`config.mk`:
```
export PLATFORM = sky130hd
export DESIGN_NAME = freq_meter_disp
export DESIGN_NICKNAME = d
export VERILOG_FILES = /design/src/rtl/fmeter_pkg.sv /design/src/rtl/sevenseg_dec.sv /design/src/rtl/freq_meter_disp.sv
export SDC_FILE = /design/constraint.sdc
export NUM_CORES = 1
export LEC_CHECK = 0
export ABC_AREA = 1
export CORE_AREA = 2 2 117 62
export CTS_BUF_LIST = sky130_fd_sc_hd__clkbuf_16
export CTS_CLUSTER_DIAMETER = 80
export CTS_CLUSTER_SIZE = 14
export DETAILED_ROUTE_END_ITERATION = 8
export DIE_AREA = 0 0 119 64
export DONT_BUFFER_PORTS = 1
export PLACE_DENSITY = 0.75
export SYNTH_ARGS = -nofsm -noshare
export SYNTH_HDL_FRONTEND = slang
export SYNTH_SLANG_ARGS = --single-unit
```
`constraint.sdc`:
```
create_clock -name CLK -period 2.1 [get_ports CLK]
set_input_delay 0.21 -clock CLK [delete_from_list [all_inputs] [get_ports CLK]]
set_output_delay 0.21 -clock CLK [all_outputs]
set_load 0.02 [all_outputs]
```
`src/rtl/fmeter_pkg.sv`:
```
// Shared definitions for the frequency meter display.
//   BCD_W      : width of one BCD digit
//   SEG_*      : 7-segment patterns {g,f,e,d,c,b,a}, active-high
//   state_e    : gate/latch FSM encoding
package fmeter_pkg;

  localparam int BCD_W = 4;

  localparam logic [6:0] SEG_0     = 7'h3F;
  localparam logic [6:0] SEG_1     = 7'h06;
  localparam logic [6:0] SEG_2     = 7'h5B;
  localparam logic [6:0] SEG_3     = 7'h4F;
  localparam logic [6:0] SEG_4     = 7'h66;
  localparam logic [6:0] SEG_5     = 7'h6D;
  localparam logic [6:0] SEG_6     = 7'h7D;
  localparam logic [6:0] SEG_7     = 7'h07;
  localparam logic [6:0] SEG_8     = 7'h7F;
  localparam logic [6:0] SEG_9     = 7'h6F;
  localparam logic [6:0] SEG_BLANK = 7'h00;

  typedef enum logic [1:0] {
    ST_IDLE  = 2'd0,
    ST_COUNT = 2'd1,
    ST_LATCH = 2'd2
  } state_e;

endpackage

```
`src/rtl/sevenseg_dec.sv`:
```
// BCD to 7-segment decoder, purely combinational.
//   bcd_i : 4-bit BCD digit
//   seg_o : segments {g,f,e,d,c,b,a}, active-high; codes 10-15 are blank
module sevenseg_dec
  import fmeter_pkg::*;
(
  input  logic [BCD_W-1:0] bcd_i,
  output logic [6:0]       seg_o
);

  always_comb begin
    case (bcd_i)
      4'd0:    seg_o = SEG_0;
      4'd1:    seg_o = SEG_1;
      4'd2:    seg_o = SEG_2;
      4'd3:    seg_o = SEG_3;
      4'd4:    seg_o = SEG_4;
      4'd5:    seg_o = SEG_5;
      4'd6:    seg_o = SEG_6;
      4'd7:    seg_o = SEG_7;
      4'd8:    seg_o = SEG_8;
      4'd9:    seg_o = SEG_9;
      default: seg_o = SEG_BLANK;
    endcase
  end

endmodule

```
`src/rtl/freq_meter_disp.sv`:
```
// Frequency meter: counts rising edges of the divided clock fin over a gate
// window of GATE_CYCLES CLK cycles, latches the count as NDIG BCD digits and
// scans them onto a multiplexed 7-segment display.
//   CLK     : system clock
//   RSTN    : asynchronous active-low reset
//   enable  : measurement enable
//   fin     : divided clock, asynchronous to CLK
//   dispout : segments {dp,g,f,e,d,c,b,a}, dp shows the overflow flag
//   digsel  : one-hot digit select, rotates every REFRESH_DIV cycles
//   valid   : one-cycle pulse when a new result is latched
//   ovf     : latched result saturated at all-9s
// Optional build macro FMETER_LZB_EN enables leading-zero blanking.
module freq_meter_disp
  import fmeter_pkg::*;
#(
  parameter int GATE_CYCLES = 100000,
  parameter int NDIG        = 4,
  parameter int REFRESH_DIV = 1000
) (
  input  logic            CLK,
  input  logic            RSTN,
  input  logic            enable,
  input  logic            fin,
  output logic [7:0]      dispout,
  output logic [NDIG-1:0] digsel,
  output logic            valid,
  output logic            ovf
);

  localparam int GW = $clog2(GATE_CYCLES);
  localparam int RW = (REFRESH_DIV > 1) ? $clog2(REFRESH_DIV) : 1;
  localparam int CW = NDIG * BCD_W;

  logic            sync1_q, sync2_q, hist_q, fin_edge;
  state_e          state_q, state_d;
  logic [GW-1:0]   gate_q, gate_d;
  logic [CW-1:0]   cnt_q, cnt_d, cnt_inc, result_q, result_d;
  logic            sat_q, sat_d, ovf_q, ovf_d, all9, carry;
  logic            gate_term, count_en, latch_en;
  logic [RW-1:0]   scan_q, scan_d;
  logic [NDIG-1:0] digsel_q, digsel_d;
  logic [BCD_W-1:0] sel_bcd;
  logic [6:0]      seg;
  logic            blank;

  // ---- input capture: 2-flop synchronizer plus history flop
  always_ff @(posedge CLK or negedge RSTN) begin
    if (!RSTN) begin
      sync1_q <= 1'b0;
      sync2_q <= 1'b0;
      hist_q  <= 1'b0;
    end else begin
      sync1_q <= fin;
      sync2_q <= sync1_q;
      hist_q  <= sync2_q;
    end
  end

  assign fin_edge  = sync2_q & ~hist_q;
  assign gate_term = (gate_q == GW'(GATE_CYCLES - 1));

  // ---- FSM: state register
  always_ff @(posedge CLK or negedge RSTN) begin
    if (!RSTN) state_q <= ST_IDLE;
    else       state_q <= state_d;
  end

  // ---- FSM: next state
  always_comb begin
    state_d = state_q;
    case (state_q)
      ST_IDLE:  if (enable) state_d = ST_COUNT;
      ST_COUNT: begin
        if (!enable)        state_d = ST_IDLE;
        else if (gate_term) state_d = ST_LATCH;
      end
      ST_LATCH: state_d = enable ? ST_COUNT : ST_IDLE;
      default:  state_d = ST_IDLE;
    endcase
  end

  // ---- FSM: outputs
  always_comb begin
    count_en = (state_q == ST_COUNT) && enable;
    latch_en = (state_q == ST_LATCH);
    valid    = latch_en;
  end

  // BCD increment with ripple carry resolved in one cycle; all9 flags the
  // saturating case so the counter can hold instead of wrapping to zero.
  always_comb begin
    cnt_inc = cnt_q;
    carry   = 1'b1;
    all9    = 1'b1;
    for (int i = 0; i < NDIG; i++) begin
      if (cnt_q[i*BCD_W +: BCD_W] != BCD_W'(9)) all9 = 1'b0;
      if (carry) begin
        if (cnt_q[i*BCD_W +: BCD_W] == BCD_W'(9)) begin
          cnt_inc[i*BCD_W +: BCD_W] = '0;
        end else begin
          cnt_inc[i*BCD_W +: BCD_W] = cnt_q[i*BCD_W +: BCD_W] + BCD_W'(1);
          carry = 1'b0;
        end
      end
    end
  end

  // Counters fall back to zero whenever not counting, which also discards a
  // partial window when enable drops. An edge seen during LATCH seeds the
  // next window with 1 so no edge is lost across the window boundary.
  always_comb begin
    gate_d   = '0;
    cnt_d    = '0;
    sat_d    = 1'b0;
    result_d = result_q;
    ovf_d    = ovf_q;
    if (count_en) begin
      gate_d = gate_term ? '0 : gate_q + GW'(1);
      cnt_d  = cnt_q;
      sat_d  = sat_q;
      if (fin_edge) begin
        if (all9) sat_d = 1'b1;
        else      cnt_d = cnt_inc;
      end
    end else if (latch_en) begin
      cnt_d    = fin_edge ? CW'(1) : '0;
      result_d = cnt_q;
      ovf_d    = sat_q;
    end
  end

  // ---- display scan: digsel rotates left every REFRESH_DIV cycles
  always_comb begin
    scan_d   = scan_q + RW'(1);
    digsel_d = digsel_q;
    if (scan_q == RW'(REFRESH_DIV - 1)) begin
      scan_d   = '0;
      digsel_d = (digsel_q << 1) | (digsel_q >> (NDIG - 1));
    end
  end

  always_ff @(posedge CLK or negedge RSTN) begin
    if (!RSTN) begin
      gate_q   <= '0;
      cnt_q    <= '0;
      sat_q    <= 1'b0;
      result_q <= '0;
      ovf_q    <= 1'b0;
      scan_q   <= '0;
      digsel_q <= NDIG'(1);
    end else begin
      gate_q   <= gate_d;
      cnt_q    <= cnt_d;
      sat_q    <= sat_d;
      result_q <= result_d;
      ovf_q    <= ovf_d;
      scan_q   <= scan_d;
      digsel_q <= digsel_d;
    end
  end

  always_comb begin
    sel_bcd = '0;
    for (int i = 0; i < NDIG; i++) begin
      if (digsel_q[i]) sel_bcd = result_q[i*BCD_W +: BCD_W];
    end
  end

  sevenseg_dec u_dec (
    .bcd_i (sel_bcd),
    .seg_o (seg)
  );

`ifdef FMETER_LZB_EN
  // A digit is blank when it and every more significant digit are zero;
  // digit 0 is excluded so a zero result still shows "0".
  logic zero_above;
  always_comb begin
    blank      = 1'b0;
    zero_above = 1'b1;
    for (int i = NDIG - 1; i > 0; i--) begin
      zero_above = zero_above & (result_q[i*BCD_W +: BCD_W] == '0);
      if (digsel_q[i] && zero_above) blank = 1'b1;
    end
  end
`else
  assign blank = 1'b0;
`endif

  assign dispout = {ovf_q, blank ? SEG_BLANK : seg};
  assign digsel  = digsel_q;
  assign ovf     = ovf_q;

endmodule

```
## Word level (Yosys, flattened, before mapping)

Memories as Yosys holds them, arrays and structs flattened.
Index checks and enable logic that the tools add are counted.

- Bits in read-only memories: 112
- Logic and storage cells: 90
- Output and inout port bits: 14
- Memories kept: 1
- Input bits: 4
- Register bits after elaboration: 70

Memories:

| memory | words | width | rd ports | clocked after Yosys merged registers in | write ports | line | text |
|---|---|---|---|---|---|---|---|
| (no name shown) | 16 | 7 | 1 | 0 | 0 | sevenseg_dec.sv:12 | `case (bcd_i)` |

- Add/subtract/negate cells: 6
- Mux-type cells: 36
- Reduce and logical (&&, ||, !) cells: 9
- Bitwise operators: 4
- Equality and inequality tests: 20

Operator list:

| operator | number |
|---|---|
| 16-bit 2-to-1 mux | 3 |
| 4-bit 2-to-1 mux | 11 |
| 17-bit 2-to-1 mux | 2 |
| 17-bit by 1-bit adder with 17-bit output (second input constant) | 1 |
| 17-bit == test (second input constant) | 1 |
| 4-bit by 1-bit adder with 4-bit output (second input constant) | 4 |
| 4-bit == test (second input constant) | 4 |
| 4-bit != test (second input constant) | 4 |
| 1-bit 2-to-1 mux | 15 |
| 10-bit by 1-bit adder with 10-bit output (second input constant) | 1 |
| 10-bit == test (second input constant) | 1 |
| 10-bit 2-to-1 mux | 1 |
| 3-bit AND reduction | 3 |
| 2-bit != test (second input constant) | 4 |
| 2-bit AND reduction | 4 |
| 2-bit 2-to-1 mux | 3 |
| 2-bit by 1-bit != test with 1-bit output (second input constant) | 3 |
| 2-bit one-hot mux with 3 select lines | 1 |
| 4-bit by 1-bit bitwise OR with 4-bit output | 1 |
| 3-bit != test (second input constant) | 1 |
| 2-bit by 1-bit == test with 1-bit output (second input constant) | 1 |
| 2-bit == test (second input constant) | 1 |
| 2-bit zero test | 1 |
| 1-bit NOT | 2 |
| 2 further kinds | 2 |

## Logic depth before layout (Yosys ltp)

- Depth in word-level cells: 8
- Gate-level depth with buffers: 12
- Depth with buffers taken out: 12

## By module

Synthesis repeated with hierarchy kept, for this count alone.

- Cell total of the unflattened synthesis: 462
- Area total of the unflattened synthesis: 3,786.1 um^2

Modules (own cells, without submodules):

| module | area each (um^2) | sequential area each (um^2) | instances | cells an instance |
|---|---|---|---|---|
| freq_meter_disp | 3,575.9 | 1,752.9 | 1 | 423 |
| sevenseg_dec | 210.2 | 0.0 | 1 | 39 |

## Worst setup path before layout

Ideal clock, no wire load.

- Path kind: register to output
- Start point: register digsel_q[2] (netlist: digsel[2])
- End point: output port dispout[3]
- Path buffers: 0
- Cell stages (with the launch flop): 11
- Slack: 149 ps
- Data required time: 1,890 ps
- Data arrival time: 1,741 ps
- Path through: dfrtp_1 inv_2 nor2_1 nor2_1 a21boi_4 inv_1 ha_1 nand3_1 nand2_1 nand2_1 nand2_1

- Cells in the longest elaborated chain, start to end: 3

RTL lines:

| element | line | text |
|---|---|---|
| start, declared | freq_meter_disp.sv:41 | `logic [NDIG-1:0] digsel_q, digsel_d;` |
| start signal, assigned | freq_meter_disp.sv:158 | `digsel_q <= digsel_d;` |
| 4-bit 2-to-1 mux (2 in a row) | freq_meter_disp.sv:165 | `if (digsel_q[i]) sel_bcd = result_q[i*BCD_W +: BCD_W];` |
| memory 16 x 7 bit | - |  |
| end, declared | freq_meter_disp.sv:24 | `output logic [7:0] dispout,` |

No other way between the ends.

## Worst setup path in the final report

- Start point: register digsel_q[0] (netlist: digsel[0])
- End point: output port dispout[4]

- Cells in the longest elaborated chain, start to end: 5

RTL lines:

| element | line |
|---|---|
| 4-bit 2-to-1 mux (4 in a row) | freq_meter_disp.sv:165 |
| memory 16 x 7 bit | - |

No other way between the ends.

==> reports/metrics.cfg <==
[outcome]
status = finished with violations
violations = negative setup slack

[global_route]
grt_usage_pct = 22.27
grt_remaining_overflow = 0
grt_pass1_vias = 2965
grt_pass1_wl_mm = 13.46
grt_max_degree = 71
antenna_found_initial = 0

[worst_setup_path]
critPathSlowestCell = dfstp_2
max_stage_delay_ns = 0.60
path_class = reg -> out
crit_start = digsel[0]
r2r_start = cnt_q[13]
crit_top_cell = nand2_4
cp.required_ns = 1.89
setup.worst_path.end_class = primary output
crit_chain = buf_4, nand3_1, nand2_1, nand2_1, nand2_4, nand2_4, nand2_2, nand3_2, nand2_4
crit_arrival_ns = 1.93
rr_worst_depth = 8
start_kind = flop
r2r_end = cnt_q[2]
rrSetupSlack_ns = 0.56
crit_fanout = 6

[sta]
hold_violations = 0
setup_viol = 5
slew_headroom_pct = 73.90
finalCriticalPeriod_ns = 2.144
worst_slack_ns = -0.04416
finClkSkew_ns = 0.005044
rsz0062_at_grt = yes
fin_crit_sh_pct = 102.1
timing.final.max_slew_violations = 0
tns_ns = -0.09331
fmaxAchievable_mhz = 466.4
whs_ns = 0.2721
tightest_slew_ns = 0.3916

[cells_and_area]
drive_gt1_share_pct = 15.47
final_common_cell = nand2_1
mostFrequentLayoutCells = nand2_1, dfrtp_1, nor2_1
antenna_cells = 0
fin_nets = 532
design_area_um2 = 4498
syn_to_final_growth_pct = 16.49

[clock_tree]
root_buffer = clkbuf_16
cts_tree = done
h-tree-depth = 3
cts_sinks = 70
clk_pin_slew_worst_paths_ns = 0.06
cts_buffers = 9
clkLatencyLatePin_ns = 0.33
clockBufferDepth = 2

[min_path]
whs_endpoint = gate_q[14]
hold_class = in -> reg
min_from = enable
hold_depth = 3

[yosys]
synth_area_leaders = dfrtp_1, nand2_1, nor2_1, inv_1, ha_1
synth-seq-cells = 70
syn_inst = 492
yosysSeqAreaShare_pct = 45.40
synth_top_cell_by_area = dfrtp_1
syn_area_um2 = 3861
synth_top_area_share_pct = 44.72
synth_nets = 512
ys.warnings.count = 0
synth.avg_cell_area_um2 = 7.848
synth_cell_type_count = 34

[place]
port_buffers = 0
hpwl_mm = 5.230
placed_area_um2 = 3999
gp_congestion = 0.8847

[power]
finalPower_uw = 3127
p_per_area_nw_per_um2 = 695.2
peakVddDrop_mv = 0.5249
leakage_uw = 0.002161

[die]
die_w_um = 119
die_y_um = 64
start_util_pct = 59.02
coreArea_um2 = 6543
io_pins = 18
rows = 21
die-area_um2 = 7616

[route]
vias = 3117
dr.pass1.iters = 4
viasPerCell = 5.118
drtIter0Drc = 207
route.detailed.wl_per_inst_um = 12.71
route.detailed.drc = 0
antenna_left = 0
drt_wl_total_mm = 7.742

[run]
cap_violations = 0

[sequential cells by signal, summed over array words and instances (netlist names)]
name	cells
result_q	16
cnt_q	16
gate_q	17
hist_q	1
sync2_q	1
state_q	2
sat_q	1
sync1_q	1
ovf	1
digsel	4
scan_q	10
[where the power goes]
part           total (uW)  switching [uW]  internal [uW]
Clock                1590             560           1030
Sequential           1390            23.4           1370
Combinational         143            99.7           43.6
Total                3130             683           2440
[cell usage after synthesis (all sizes together)]
cell type and number:
nor3b 3, ha 16, nand4 15, nor2 63
a21boi 1, dfstp 1, o22ai 1, buf 3
or2 4, nand3b 1, clkbuf 3, nor4 2
dfrtp 69, o21a 1, o21ai 28, nor3 11
nand3 44, a21oi 11, and2 1, nand2 144
xor2 12, inv 58
[worst max-delay path by stage]
stage,to,slack [ns],cells past startpoint
after floorplan,dispout[3],0.15,10
after global placement,dispout[0],0.31,11
after detailed placement,dispout[0],0.27,11
after CTS,dispout[3],0.0005,10
after global routing,dispout[4],-0.14,9
final,dispout[4],-0.04,9
[layout make-up]
type,instances,area [um2]
Fill cell,534,2044
Inverter,58,217.7
Multi-Input combinational cell,358,1954
Sequential cell,70,1757
Clock inverter,7,88.84
Clock buffer,9,225.2
Tap cell,92,115.1
Timing Repair Buffer,15,140.1
[repair_timing]
action / CTS / global route
setup endpoints to repair: 5 / 7
setup buffers: 2 / 2
hold buffers: 4 / 0
resized for setup: 11 / 21
pin swaps: 3 / 10
endpoints found under the hold margin: 72 / 0
[metal layers]
metal | share of wire, % | vias up | track usage [%]
li1 | - | 1624 | -
met1 | 50 | 1430 | 29.43
met2 | 44 | 50 | 35.49
met3 | 4.0 | 13 | 7.054
met4 | 1.7 | 0 | 6.548
met5 | 0 | - | 0
[kinds of logic (layout without fill, tap and decap cells)]
kind of cell / count (synthesis) / in the layout / synth area share [%]
fa+ha+maj: 16 / 16 / 5.185
flops: 70 / 70 / 45.40
simple gates: 288 / 288 / 34.38
buf+inv: 64 / 89 / 6.416
xor+xnor: 12 / 12 / 2.722
compound gates: 42 / 42 / 5.898
[critical path: cells and delay by family (launching register included)]
kind,cells,cell delay [ns]
flip-flops,1,0.60
AND/OR/NAND/NOR,8,0.87
buffers and inverters,1,0.13
[stage by stage]
step           cells  setup WS, ns  utilization (%)
2_1_floorplan    492        0.1488                -
3_3_place_gp     585        0.3067            61.12
3_5_place_dp     585        0.2702            61.12
4_1_cts          607     0.0005487            67.41
5_1_grt          609       -0.1410            68.75
6_report         609      -0.04416            68.75
Power figures use the tool's default switching activity.
